**config.mk**
```make
export PLATFORM = sky130hd
export DESIGN_NAME = training_sequencer
export DESIGN_NICKNAME = d
export VERILOG_FILES = /design/src/rtl/training_sequencer.sv
export SDC_FILE = /design/constraint.sdc
export NUM_CORES = 1
export LEC_CHECK = 0
export ABC_AREA = 1
export CAP_MARGIN = 30
export CELL_PAD_IN_SITES_DETAIL_PLACEMENT = 0
export CELL_PAD_IN_SITES_GLOBAL_PLACEMENT = 2
export CORE_UTILIZATION = 31
export CTS_CLUSTER_DIAMETER = 80
export DETAILED_ROUTE_END_ITERATION = 10
export PLACE_DENSITY = 0.88
export SYNTH_ARGS = -nofsm -noshare
export SYNTH_HDL_FRONTEND = slang
export SYNTH_SLANG_ARGS = --single-unit
```
**constraint.sdc**
```tcl
create_clock -name clk_i -period 16.4 [get_ports clk_i]
set_input_delay 3.28 -clock clk_i [delete_from_list [all_inputs] [get_ports clk_i]]
set_output_delay 3.28 -clock clk_i [all_outputs]
set_load 0.01 [all_outputs]
```
**src/rtl/training_sequencer.sv**
```systemverilog
// Replays a small (x1, x2, target) dataset for NUM_EPOCHS epochs with valid_o held high for the whole run.
// Optional macro SHUFFLE_EN permutes each epoch with an LFSR-derived XOR key.
module training_sequencer #(
  parameter int          SIGN        = 1,
  parameter int          Q_M         = 15,
  parameter int          Q_N         = 16,
  parameter int          NUM_SAMPLES = 4,
  parameter int          NUM_EPOCHS  = 100,
  parameter logic [7:0]  LFSR_SEED   = 8'hA5,
  localparam int         W           = SIGN + Q_M + Q_N,
  localparam int         ADDR_W      = $clog2(NUM_SAMPLES),
  localparam int         EPOCH_W     = $clog2(NUM_EPOCHS + 1)
) (
  input  logic               clk_i,
  input  logic               reset_i,
  input  logic               start_i,
  input  logic               abort_i,
  input  logic               wr_en_i,
  input  logic [ADDR_W-1:0]  wr_addr_i,
  input  logic [W-1:0]       wr_x1_i,
  input  logic [W-1:0]       wr_x2_i,
  input  logic [W-1:0]       wr_y_i,
  output logic [W-1:0]       train_x1_o,
  output logic [W-1:0]       train_x2_o,
  output logic [W-1:0]       train_out_o,
  output logic               valid_o,
  output logic               busy_o,
  output logic               done_o,
  output logic [ADDR_W-1:0]  sample_idx_o,
  output logic [EPOCH_W-1:0] epoch_o
);

  typedef enum logic [1:0] {ST_IDLE = 2'd0, ST_RUN = 2'd1, ST_DONE = 2'd2} state_t;

  localparam logic [W-1:0]       ONE_C      = {{(W-1){1'b0}}, 1'b1} << Q_N;
  localparam logic [ADDR_W-1:0]  IDX_LAST_C = ADDR_W'(NUM_SAMPLES - 1);
  localparam logic [EPOCH_W-1:0] EP_LAST_C  = EPOCH_W'(NUM_EPOCHS - 1);
  localparam logic [EPOCH_W-1:0] EP_END_C   = EPOCH_W'(NUM_EPOCHS);

  // AND truth table in fixed point: col 0 = x1, 1 = x2, 2 = target
  function automatic logic [W-1:0] and_entry(input int idx, input int col);
    logic hit;
    case (col)
      0:       hit = (idx == 2) || (idx == 3);
      1:       hit = (idx == 1) || (idx == 3);
      2:       hit = (idx == 3);
      default: hit = 1'b0;
    endcase
    return hit ? ONE_C : {W{1'b0}};
  endfunction

  state_t              state_r, state_nxt_s;
  logic [W-1:0]        mem_x1_r [NUM_SAMPLES];
  logic [W-1:0]        mem_x2_r [NUM_SAMPLES];
  logic [W-1:0]        mem_y_r  [NUM_SAMPLES];
  logic [ADDR_W-1:0]   idx_r, idx_nxt_s, addr_s;
  logic [EPOCH_W-1:0]  epoch_r, epoch_nxt_s;
  logic [W-1:0]        x1_r, x2_r, y_r;
  logic                valid_r, busy_r, done_r;
  logic                load_s, wr_s, epoch_start_s;

  // Next-state, sample sequencing and dataset write qualification
  always_comb begin
    state_nxt_s   = state_r;
    idx_nxt_s     = idx_r;
    epoch_nxt_s   = epoch_r;
    load_s        = 1'b0;
    wr_s          = 1'b0;
    epoch_start_s = 1'b0;
    case (state_r)
      ST_IDLE, ST_DONE: begin
        if (wr_en_i) begin
          wr_s = 1'b1;
        end else if (start_i) begin
          state_nxt_s   = ST_RUN;
          idx_nxt_s     = {ADDR_W{1'b0}};
          epoch_nxt_s   = {EPOCH_W{1'b0}};
          load_s        = 1'b1;
          epoch_start_s = 1'b1;
        end else begin
          state_nxt_s = state_r;
        end
      end
      ST_RUN: begin
        if (abort_i) begin
          state_nxt_s = ST_IDLE;
        end else if ((idx_r == IDX_LAST_C) && (epoch_r == EP_LAST_C)) begin
          state_nxt_s = ST_DONE;
          epoch_nxt_s = EP_END_C;
        end else begin
          load_s    = 1'b1;
          idx_nxt_s = idx_r + ADDR_W'(1);
          if (idx_r == IDX_LAST_C) begin
            epoch_nxt_s   = epoch_r + EPOCH_W'(1);
            epoch_start_s = 1'b1;
          end else begin
            epoch_start_s = 1'b0;
          end
        end
      end
      default: state_nxt_s = ST_IDLE;
    endcase
  end

`ifdef SHUFFLE_EN
  logic [7:0]        lfsr_r, lfsr_nxt_s;
  logic [ADDR_W-1:0] key_r, key_s;

  // LFSR step and per-epoch key selection
  always_comb begin
    lfsr_nxt_s = {lfsr_r[6:0], lfsr_r[7] ^ lfsr_r[5] ^ lfsr_r[4] ^ lfsr_r[3]};
    if (epoch_start_s) begin
      key_s = lfsr_nxt_s[ADDR_W-1:0];
    end else begin
      key_s = key_r;
    end
    addr_s = idx_nxt_s ^ key_s;
  end

  // LFSR and key registers, advanced once per epoch
  always_ff @(posedge clk_i or posedge reset_i) begin
    if (reset_i) begin
      lfsr_r <= LFSR_SEED;
      key_r  <= {ADDR_W{1'b0}};
    end else if (epoch_start_s) begin
      lfsr_r <= lfsr_nxt_s;
      key_r  <= key_s;
    end
  end
`else
  assign addr_s = idx_nxt_s;
`endif

  // Dataset storage, reverting to the AND table on reset
  always_ff @(posedge clk_i or posedge reset_i) begin
    if (reset_i) begin
      for (int i = 0; i < NUM_SAMPLES; i++) begin
        mem_x1_r[i] <= and_entry(i, 0);
        mem_x2_r[i] <= and_entry(i, 1);
        mem_y_r[i]  <= and_entry(i, 2);
      end
    end else if (wr_s) begin
      mem_x1_r[wr_addr_i] <= wr_x1_i;
      mem_x2_r[wr_addr_i] <= wr_x2_i;
      mem_y_r[wr_addr_i]  <= wr_y_i;
    end
  end

  // State and registered outputs; data holds whenever no sample is loaded
  always_ff @(posedge clk_i or posedge reset_i) begin
    if (reset_i) begin
      state_r <= ST_IDLE;
      idx_r   <= {ADDR_W{1'b0}};
      epoch_r <= {EPOCH_W{1'b0}};
      x1_r    <= {W{1'b0}};
      x2_r    <= {W{1'b0}};
      y_r     <= {W{1'b0}};
      valid_r <= 1'b0;
      busy_r  <= 1'b0;
      done_r  <= 1'b0;
    end else begin
      state_r <= state_nxt_s;
      idx_r   <= idx_nxt_s;
      epoch_r <= epoch_nxt_s;
      valid_r <= (state_nxt_s == ST_RUN);
      busy_r  <= (state_nxt_s == ST_RUN);
      done_r  <= (state_nxt_s == ST_DONE);
      if (load_s) begin
        x1_r <= mem_x1_r[addr_s];
        x2_r <= mem_x2_r[addr_s];
        y_r  <= mem_y_r[addr_s];
      end
    end
  end

  assign train_x1_o   = x1_r;
  assign train_x2_o   = x2_r;
  assign train_out_o  = y_r;
  assign valid_o      = valid_r;
  assign busy_o       = busy_r;
  assign done_o       = done_r;
  assign sample_idx_o = idx_r;
  assign epoch_o      = epoch_r;

endmodule

```
==> results of run 1 <==
[synth_stat cells (all sizes together)]
| library cell | n | area share [%] |
|---|---|---|
| buf | 110 | 2.5 |
| clkbuf | 99 | 1.6 |
| dfrtp | 488 | 52 |
| dfstp | 5 | 0.56 |
| ha | 2 | 0.11 |
| inv | 505 | 8.1 |
| nand2 | 981 | 16 |
| nand3 | 205 | 4.5 |
| nand4 | 195 | 5.2 |
| nor2 | 11 | 0.32 |
| o21ai | 392 | 8.4 |
| o41ai | 2 | 0.075 |
| xor2 | 2 | 0.075 |
[power by group through the flow]
| stage | clock network [uW] | registers, uW | logic, uW |
|---|---|---|---|
| finish | 1320 | 1710 | 1140 |
| global placement | 0 | 1730 | 1140 |
| detailed placement | 0 | 1730 | 1160 |
| global route | 1400 | 1750 | 1320 |
| floorplan | 0 | 1740 | 680 |
| CTS | 1360 | 1710 | 1160 |
[flip-flops by register name, summed over array words and instances, names as in the netlist]
register      count
mem_x1_r        128
epoch_o           7
train_x1_o       32
done_o            1
sample_idx_o      2
train_out_o      32
mem_x2_r        128
train_x2_o       32
busy_o            1
state_r           2
mem_y_r         128
[cell type report]
| type | instances | area share (%) |
|---|---|---|
| Multi-Input combinational cell | 1790 | 29.0 |
| Inverter | 505 | 6.78 |
| Clock inverter | 19 | 0.775 |
| Clock buffer | 88 | 6.18 |
| Timing Repair Buffer | 243 | 8.97 |
| Tap cell | 969 | 4.32 |
| Sequential cell | 493 | 44.0 |
[cells by family (layout without fill, tap and decap cells)]
family | count (synthesis) | in the layout | synth area share (%)
xor+xnor | 2 | 2 | 0.0753
simple gates | 1392 | 1392 | 26.0
buf+inv | 714 | 855 | 12.3
fa+ha+maj | 2 | 2 | 0.108
flops | 493 | 493 | 53.1
compound gates | 394 | 394 | 8.51
[path summary, 6_finish.rpt]
kind | from | end | slack, ns | depth (start not counted)
max reg2reg | sample_idx_o[0]$_DFF_PP0_ | train_x2_o[30]$_DFFE_PP0P_ | 12.53 | 12
max | abort_i | train_x2_o[30]$_DFFE_PP0P_ | 10.06 | 10
min | train_x2_o[20]$_DFFE_PP0P_ | train_x2_o[20]$_DFFE_PP0P_ | 0.48 | 2
min reg2reg | train_x2_o[20]$_DFFE_PP0P_ | train_x2_o[20]$_DFFE_PP0P_ | 0.48 | 2
min in group asynchronous | reset_i | train_out_o[7]$_DFFE_PP0P_ | 2.91 | 2
max in group asynchronous | reset_i | mem_x2_r[112]$_DFFE_PP0P_ | 10.78 | 6
[worst max-delay path: stages]
cell             delay, ns
clkdlybuf4s50_1       0.50
nor2_4                0.26
nand3_4               0.66
nand3_4               0.84
buf_4                 0.78
nand2_1               0.10
nand3_1               0.11
nand2_1               0.09
nand2_1               0.10
nand2_1               0.07
[cell usage in the layout, fill, tap and decap left out, types with 4 or more instances in the layout]
master	instances
nand3_1	199
buf_16	6
dfrtp_1	488
nor2_1	6
inv_1	494
dfstp_2	5
buf_12	4
nand4_1	195
o21ai_0	391
clkinv_2	8
clkbuf_8	15
clkdlybuf4s50_1	210
clkinvlp_4	4
nand2_1	975
bufinv_16	4
nand3_4	6
clkbuf_16	59
nor2_4	4
buf_4	23
inv_2	9
nand2_4	4
clkbuf_1	14
[routing by layer]
layer  vias up  global-route usage (%)  part of all wire (%)
met3        86                    2.43                   3.2
met5         -                       0                 0.047
met1      9112                    24.6                    48
met4         4                    4.28                   1.8
met2       284                    29.7                    47
li1       9573                       -                     -
[per-stage QoR]
step | setup slack, ns | std cells | total power (uW) | utilization [%] | area (um2)
6_report | 10.06 | 4107 | 4170 | 37.8 | 28100
5_1_grt | 9.83 | 4107 | 4480 | 37.8 | 28100
4_1_cts | 10.00 | 4103 | 4230 | 37.6 | 28000
3_5_place_dp | 9.34 | 3996 | 2890 | 35.0 | 26000
3_3_place_gp | 9.38 | 3992 | 2870 | 34.9 | 25900
2_1_floorplan | 6.44 | 2997 | 2420 | - | 23300
==> flow_summary_export.csv, run 1 <==
group,metric,value,unit
outcome,status,"finished, final reports clean",
detailed_routing,ant_nets,0,
global_routing,grt_usage,17.9,%
sta,hold_viol_final,0,
pwr,p_sw,1360,uW
clock_network,htreeDepth,2,
detailed_routing,viasPerCell,4.64,
yosys,syn_inst,2997,
place,place_hpwl,35800,um
yosys,synth_seq_area_share,53.1,%
yosys,ys_ff_latch,493,
clock_network,clk_latency,0.62,ns
floorplan,core,74300,um2
pwr,power_density,149,nW/um2
clock_network,path_clk_slew,0.06,ns
worst_setup_path,cp_data_required_time,16.90,ns
floorplan,initial_core_util,31.3,%
pwr,sw_frac_of_total,32.7,%
detailed_routing,vias,19100,
cells_and_area,syn_to_final_growth,20.7,%
cells_and_area,seq_area,12300,um2
worst_setup_path,cp-end-kind,"flip-flop",
cells_and_area,num_antenna_cells,0,
sta,finalSetupViolCount,0,
pwr,seqPwrFrac,41.0,%
cells_and_area,drive_above_1_share,5.07,%
cells_and_area,fillers,7943,
sta,rsz0062_at_grt,"no",
global_routing,grt-ovfl-total,0,
worst_setup_path,critPathKind,"in2reg",
detailed_routing,wire_per_inst,16.2,um
sta,timing.setup.tns,0,ns
yosys,synth_area,23300,um2
detailed_routing,drt_first_iter_violations,1299,
floorplan,die-area,76100,um2
floorplan,fp-row-count,100,
yosys,yosysWarnings,0,
yosys,syn_nets,3102,
clock_network,cts_tree,"done",
cells_and_area,multiInputGateArea,8150,um2
sta,fin_hold_ws,0.476,ns
floorplan,die-height,276,um
yosys,synth.distinct_cells,23,
sta,maxSlewHeadroom,31.6,%
worst_setup_path,path_max_fanout,67,
pwr,leakage,0.0145,uW
floorplan,ios,211,
detailed_routing,drt_wl_total,66600,um
worst_setup_path,startpoint_type,"input port",
cells_and_area,nets,3195,
clock_network,root_buffer,"clkbuf_16",
detailed_routing,drt_drc_violations_left,0,
worst_setup_path,arrival,6.84,ns
sta,fmax,0.158,GHz
pwr,p_int,2810,uW
min_path,hold_path.class,"reg2reg",
clock_network,holdBufCountCts,0,
yosys,synth_area_per_cell,7.76,um2
pwr,clkPwrFrac,31.6,%
global_routing,grt_max_degree,179,
place,numPortBuffers,210,
place,gp_congestion,0.726,
sta,layout_min_cycle_time,6.34,ns
clock_network,cts-resized-gates,0,
pwr,max-vdd-ir-drop,0.0859,mV
pwr,combPwrFrac,27.4,%
global_routing,grt_pass1_vias,19100,
floorplan,die_w,276,um
clock_network,cts_buffers,57,
detailed_routing,drt_pass1_iterations,5,
sta,drv_slew,0,
sta,fin_skew,0.0188,ns
global_routing,grt_pass1_wl,108000,um
sta,tightest_slew,1.03,ns
flow_run,maxCapViolations,0,
global_routing,antenna_found_initial,2,
clock_network,cts_setup_buffers,0,
clock_network,clock_path_buffers,3,
sta,period_share,38.7,%
clock_network,cts_num_sinks,493,
Note: power is estimated with default switching activity, not from simulation.
==> run 2: changes to the inputs <==
--- a/config.mk
+++ b/config.mk
@@ -9,10 +9,10 @@
 export CAP_MARGIN = 30
 export CELL_PAD_IN_SITES_DETAIL_PLACEMENT = 0
 export CELL_PAD_IN_SITES_GLOBAL_PLACEMENT = 2
-export CORE_UTILIZATION = 31
+export CORE_UTILIZATION = 34
 export CTS_CLUSTER_DIAMETER = 80
 export DETAILED_ROUTE_END_ITERATION = 10
-export PLACE_DENSITY = 0.88
+export PLACE_DENSITY = 0.91
 export SYNTH_ARGS = -nofsm -noshare
 export SYNTH_HDL_FRONTEND = slang
 export SYNTH_SLANG_ARGS = --single-unit
==> constraint.sdc (replaced) <==
create_clock -name clk_i -period 6.15 [get_ports clk_i]
set_input_delay 1.23 -clock clk_i [delete_from_list [all_inputs] [get_ports clk_i]]
set_output_delay 1.23 -clock clk_i [all_outputs]
set_load 0.01 [all_outputs]
==> flow_summary_export.csv, run 2 (synthesis results as in run 1) <==
group,metric,value,unit
worst_setup_path,cpPeakStageDelay,0.77,ns
worst_setup_path,cp.buffers_inverters,5,
clock_network,cts_buffers,57,
place,gp_congestion,0.754,
clock_network,cts-resized-gates,0,
place,dp.cells,3905,
place,numPortBuffers,210,
worst_setup_path,arrival,4.00,ns
cells_and_area,nets,3198,
pwr,leakage,0.0145,uW
clock_network,root_buffer,"clkbuf_16",
global_routing,busiest_layer,"met2",
detailed_routing,drt_pass1_iterations,5,
cells_and_area,syn_to_final_growth,19.9,%
pwr,max-vdd-ir-drop,0.200,mV
worst_setup_path,crit_end,"train_x2_o[3]$_DFFE_PP0P_",
sta,drv_slew,0,
clock_network,clock_path_buffers,3,
sta,fin_skew,0.0238,ns
global_routing,grt_pass1_vias,18900,
detailed_routing,drt_first_iter_violations,1352,
floorplan,ios,211,
worst_setup_path,critPathKind,"in2reg",
worst_setup_path,cp.depth,9,
worst_setup_path,cp-end-kind,"flip-flop",
pwr,clkPwrFrac,30.6,%
worst_setup_path,rrSetupSlack,3.06,ns
global_routing,gr-usage-met3,2.70,%
global_routing,grt_max_degree,135,
min_path,hold_path.class,"reg2reg",
clock_network,path_clk_slew,0.05,ns
cells_and_area,drive_above_1_share,5.13,%
clock_network,clk_latency,0.61,ns
detailed_routing,viasPerCell,4.74,
pwr,p_int,7350,uW
floorplan,die-height,264,um
worst_setup_path,startpoint_type,"input port",
worst_setup_path,reg2reg_depth,11,
worst_setup_path,cp_top_family,"buffers and inverters",
sta,rsz0062_at_grt,"no",
sta,period_share,56.4,%
pwr,seqPwrFrac,41.7,%
worst_setup_path,slowest_stage,"buf_4",
sta,maxSlewHeadroom,35.3,%
worst_setup_path,path_cells,"clkdlybuf4s50_1 -> inv_1 -> nand3_4 -> inv_1 -> nor2_4 -> buf_4 -> buf_4 -> nand2_1 -> nand2_1",
global_routing,grt-ovfl-total,0,
global_routing,grt_pass1_wl,106000,um
sta,finalSetupViolCount,0,
pwr,sw_frac_of_total,32.9,%
detailed_routing,drt_drc_violations_left,0,
worst_setup_path,r2r_start,"sample_idx_o[0]$_DFF_PP0_",
worst_setup_path,cp_data_required_time,6.68,ns
worst_setup_path,rr_endpoint,"train_x2_o[3]$_DFFE_PP0P_",
floorplan,fp-row-count,95,
pwr,combPwrFrac,27.7,%
flow_run,maxCapViolations,0,
cells_and_area,reg.largest.list,"mem_x1_r: 128 flops, mem_x2_r: 128 flops, mem_y_r: 128 flops",
floorplan,core,67400,um2
clock_network,cts_setup_buffers,0,
sta,layout_min_cycle_time,3.47,ns
pwr,p_sw,3610,uW
global_routing,grt_usage,19.1,%
sta,fmax,0.288,GHz
clock_network,cts_num_sinks,493,
cells_and_area,num_antenna_cells,0,
floorplan,initial_core_util,34.5,%
worst_setup_path,critPathLaunch,"wr_en_i",
clock_network,cts_tree,"done",
sta,tightest_slew,0.971,ns
detailed_routing,ant_nets,0,
cells_and_area,final_cell_mix,"975 x nand2_1, 494 x inv_1, 488 x dfrtp_1",
cells_and_area,fin_util,41.4,%
outcome,status,"finished, final reports clean",
place,place_hpwl,35100,um
sta,hold_viol_final,0,
detailed_routing,vias,19000,
clock_network,holdBufCountCts,0,
detailed_routing,wire_per_inst,16.2,um
pwr,power_density,393,nW/um2
sta,fin_hold_ws,0.480,ns
clock_network,htreeDepth,2,
cells_and_area,finalNonFillerCells,4011,
cells_and_area,layout_commonest_cell,"nand2_1",
detailed_routing,drt_wl_total,64900,um
floorplan,die_w,264,um
global_routing,met1_usage,26.2,%
global_routing,antenna_found_initial,1,
floorplan,die-area,69500,um2
global_routing,met2_usage,32.0,%
worst_setup_path,path_max_fanout,57,
-- run 2: layout make-up --
cell class | instances | area [um2]
clock buffer | 86 | 1730
clock inverter | 18 | 131
fill | 6970 | 39500
inverter | 505 | 1900
multi-input combinational | 1790 | 8150
sequential | 493 | 12300
tap | 873 | 1090
timing repair buffer | 246 | 2550
-- run 2: worst reg2reg max path, stage by stage (launching register included) --
cell	delay, ns
dfrtp_1	0.48
ha_1	0.30
inv_2	0.05
nor2_2	0.14
nand2_4	0.11
nand2_4	0.13
inv_2	0.05
nor2_4	0.12
buf_4	0.53
buf_4	0.77
nand2_1	0.22
nand2_1	0.11
-- run 2: per-stage QoR --
stage	setup TNS (ns)	instance area [um2]	setup slack [ns]	total power, uW
after global routing	0	27900	2.53	11800
after global placement	0	25900	2.08	7650
after detailed placement	0	26000	2.06	7690
after floorplan	-860.09	23300	-1.76	6440
after CTS	0	27800	2.71	11100
final	0	27900	2.68	11000
-- run 2: per-layer routing --
layer / part of all wire (%) / routed length (um) / vias up
li1: - / - / 9588
met1: 48 / 31100 / 9022
met3: 3.6 / 2310 / 77
met2: 47 / 30400 / 337
met5: 0.017 / 11 / -
met4: 1.8 / 1140 / 2
-- run 2: worst min-delay path by stage --
stage / start / to / slack [ns] / cells after the start
global route: mem_y_r[57]$_DFFE_PP0P_ / mem_y_r[57]$_DFFE_PP0P_ / 0.50 / 2
global placement: train_out_o[20]$_DFFE_PP0P_ / train_out_o[20]$_DFFE_PP0P_ / 0.46 / 2
finish: mem_y_r[71]$_DFFE_PP0P_ / mem_y_r[71]$_DFFE_PP0P_ / 0.48 / 2
detailed placement: train_out_o[2]$_DFFE_PP0P_ / train_out_o[2]$_DFFE_PP0P_ / 0.46 / 2
CTS: train_x1_o[31]$_DFFE_PP0P_ / train_x1_o[31]$_DFFE_PP0P_ / 0.48 / 2
floorplan: mem_x1_r[0]$_DFFE_PP0P_ / mem_x1_r[0]$_DFFE_PP0P_ / 0.45 / 2
-- run 2: power by group through the flow --
stage	clock [uW]	sequential (uW)	combinational (uW)
3_5_place_dp	0	4610	3080
6_report	3350	4570	3030
2_1_floorplan	0	4630	1810
5_1_grt	3590	4680	3490
3_3_place_gp	0	4630	3030
4_1_cts	3460	4580	3090
==> run 3: changes to the inputs <==
--- a/config.mk
+++ b/config.mk
@@ -9,10 +9,10 @@
 export CAP_MARGIN = 30
 export CELL_PAD_IN_SITES_DETAIL_PLACEMENT = 0
 export CELL_PAD_IN_SITES_GLOBAL_PLACEMENT = 2
-export CORE_UTILIZATION = 34
+export CORE_UTILIZATION = 31
 export CTS_CLUSTER_DIAMETER = 80
 export DETAILED_ROUTE_END_ITERATION = 10
-export PLACE_DENSITY = 0.91
+export PLACE_DENSITY = 0.88
 export SYNTH_ARGS = -nofsm -noshare
 export SYNTH_HDL_FRONTEND = slang
 export SYNTH_SLANG_ARGS = --single-unit
==> constraint.sdc (replaced) <==
create_clock -name clk_i -period 2.91 [get_ports clk_i]
set_input_delay 0.582 -clock clk_i [delete_from_list [all_inputs] [get_ports clk_i]]
set_output_delay 0.582 -clock clk_i [all_outputs]
set_load 0.01 [all_outputs]
==> flow_summary_export.csv, run 3 (synthesis results as in run 1) <==
group,metric,value,unit
cells_and_area,drive_above_1_share,6.72,%
detailed_routing,drt_wl_total,67000,um
clock_network,cts_tree,"done",
clock_network,path_clk_slew,0.06,ns
clock_network,cts_buffers,59,
floorplan,initial_core_util,31.3,%
cells_and_area,seq_area,12300,um2
sta,maxSlewHeadroom,55.6,%
pwr,leakage,0.0150,uW
global_routing,grt_usage,17.9,%
sta,fin_skew,0.0279,ns
cells_and_area,fillers,7738,
worst_setup_path,arrival,2.84,ns
place,gp_congestion,0.751,
sta,finalSetupViolCount,0,
cells_and_area,design_area,29000,um2
sta,period_share,79.3,%
clock_network,cts_num_sinks,493,
floorplan,die-height,276,um
outcome,status,"finished, final reports clean",
flow_run,maxCapViolations,0,
global_routing,antenna_found_initial,0,
floorplan,die-area,76100,um2
cells_and_area,syn_to_final_growth,24.7,%
sta,tightest_slew,0.666,ns
place,numPortBuffers,210,
clock_network,htreeDepth,2,
sta,drv_slew,0,
clock_network,clk_latency,0.62,ns
floorplan,fp-row-count,100,
detailed_routing,viasPerCell,4.61,
clock_network,root_buffer,"clkbuf_16",
min_path,hold_path.class,"in2async",
sta,rsz0062_at_grt,"no",
detailed_routing,ant_nets,0,
worst_setup_path,cp-end-kind,"flip-flop",
detailed_routing,drt_pass1_iterations,5,
global_routing,grt_max_degree,101,
cells_and_area,layout_commonest_cell,"nand2_1",
clock_network,cts-resized-gates,0,
cells_and_area,multiInputGateArea,8150,um2
global_routing,grt_pass1_vias,18700,
worst_setup_path,cp_data_required_time,3.45,ns
sta,layout_min_cycle_time,2.31,ns
place,place_hpwl,39300,um
floorplan,die_w,276,um
worst_setup_path,critPathKind,"reg2reg",
detailed_routing,drt_first_iter_violations,1219,
cells_and_area,reg.largest.list,"mem_x1_r: 128 flops, mem_x2_r: 128 flops, mem_y_r: 128 flops",
sta,hold_viol_final,0,
cells_and_area,nets,3239,
sta,fmax,0.433,GHz
detailed_routing,drt_drc_violations_left,0,
detailed_routing,wire_per_inst,16.1,um
floorplan,ios,211,
place,placed_cell_area,26800,um2
worst_setup_path,startpoint_type,"flip-flop",
pwr,max-vdd-ir-drop,0.427,mV
floorplan,core,74300,um2
detailed_routing,vias,19200,
clock_network,cts_setup_buffers,0,
clock_network,clock_path_buffers,3,
worst_setup_path,rrSetupSlack,0.60,ns
cells_and_area,num_antenna_cells,0,
cells_and_area,final_cell_mix,"975 x nand2_1, 494 x inv_1, 488 x dfrtp_1",
sta,fin_hold_ws,0.353,ns
clock_network,holdBufCountCts,0,
worst_setup_path,path_max_fanout,44,
global_routing,grt-ovfl-total,0,
global_routing,grt_pass1_wl,108000,um
pwr,power_density,851,nW/um2
## run 3: cell types whose count changed in the layout (fill, tap and decap cells not counted), moves of 2 or more
| cell | delta |
|---|---|
| clkinv_4 | +2 |
| buf_16 | -5 |
| clkbuf_1 | -8 |
| clkinv_2 | +2 |
| clkbuf_16 | +2 |
| clkbuf_8 | -4 |
| buf_12 | +35 |
| bufinv_16 | +12 |
| buf_4 | +9 |
## run 3: worst paths after layout
path                                             startpoint                     endpoint  cells after the start
worst max-delay path              sample_idx_o[0]$_DFF_PP0_  train_out_o[18]$_DFFE_PP0P_                     10
worst min-delay path                                reset_i   train_out_o[9]$_DFFE_PP0P_                      3
worst max register to register    sample_idx_o[0]$_DFF_PP0_  train_out_o[18]$_DFFE_PP0P_                     10
worst min register to register  train_out_o[12]$_DFFE_PP0P_  train_out_o[12]$_DFFE_PP0P_                      2
max in group asynchronous                           reset_i     mem_x1_r[48]$_DFFE_PP1P_                      4
min in group clk_i              train_out_o[12]$_DFFE_PP0P_  train_out_o[12]$_DFFE_PP0P_                      2
## run 3: through the flow
step           util [%]  worst slack [ns]  setup TNS, ns  total power [uW]  std cells
2_1_floorplan         -             -4.35       -2137.44             13600       2997
4_1_cts            39.0             0.522              0             25100       4152
5_1_grt            39.0             0.398              0             26400       4152
3_3_place_gp       36.0             0.294              0             16500       4042
3_5_place_dp       36.0             0.258              0             16600       4042
6_report           39.0             0.602              0             24700       4152
## run 3: worst max-delay path, cell delays in order (launching register included)
cell	delay (ns)
dfrtp_1	0.48
ha_1	0.29
inv_2	0.05
nor2_2	0.15
nand2_4	0.11
nand2_4	0.13
inv_2	0.06
nor2_4	0.14
buf_4	0.56
nand2_1	0.14
nand2_1	0.11
## run 3: power breakdown
group | switching (uW) | total (uW) | internal (uW)
Sequential | 1010 | 9630 | 8620
Combinational | 3760 | 6740 | 2980
Clock | 3070 | 8320 | 5250
## run 3: final cells by class
| class | instances | area share [%] |
|---|---|---|
| Multi-Input combinational cell | 1790 | 28.1 |
| Sequential cell | 493 | 42.6 |
| Clock inverter | 34 | 1.80 |
| Clock buffer | 76 | 5.84 |
| Inverter | 505 | 6.56 |
| Timing Repair Buffer | 285 | 11.0 |
| Tap cell | 969 | 4.18 |
## run 3: routing by layer
metal / GRT usage (%) / up-vias / routed length, um
li1: - / 9682 / -
met1: 23.8 / 9118 / 31000
met2: 31.0 / 289 / 32700
met3: 2.52 / 68 / 2270
met4: 3.60 / 0 / 1010
met5: 0 / - / 0
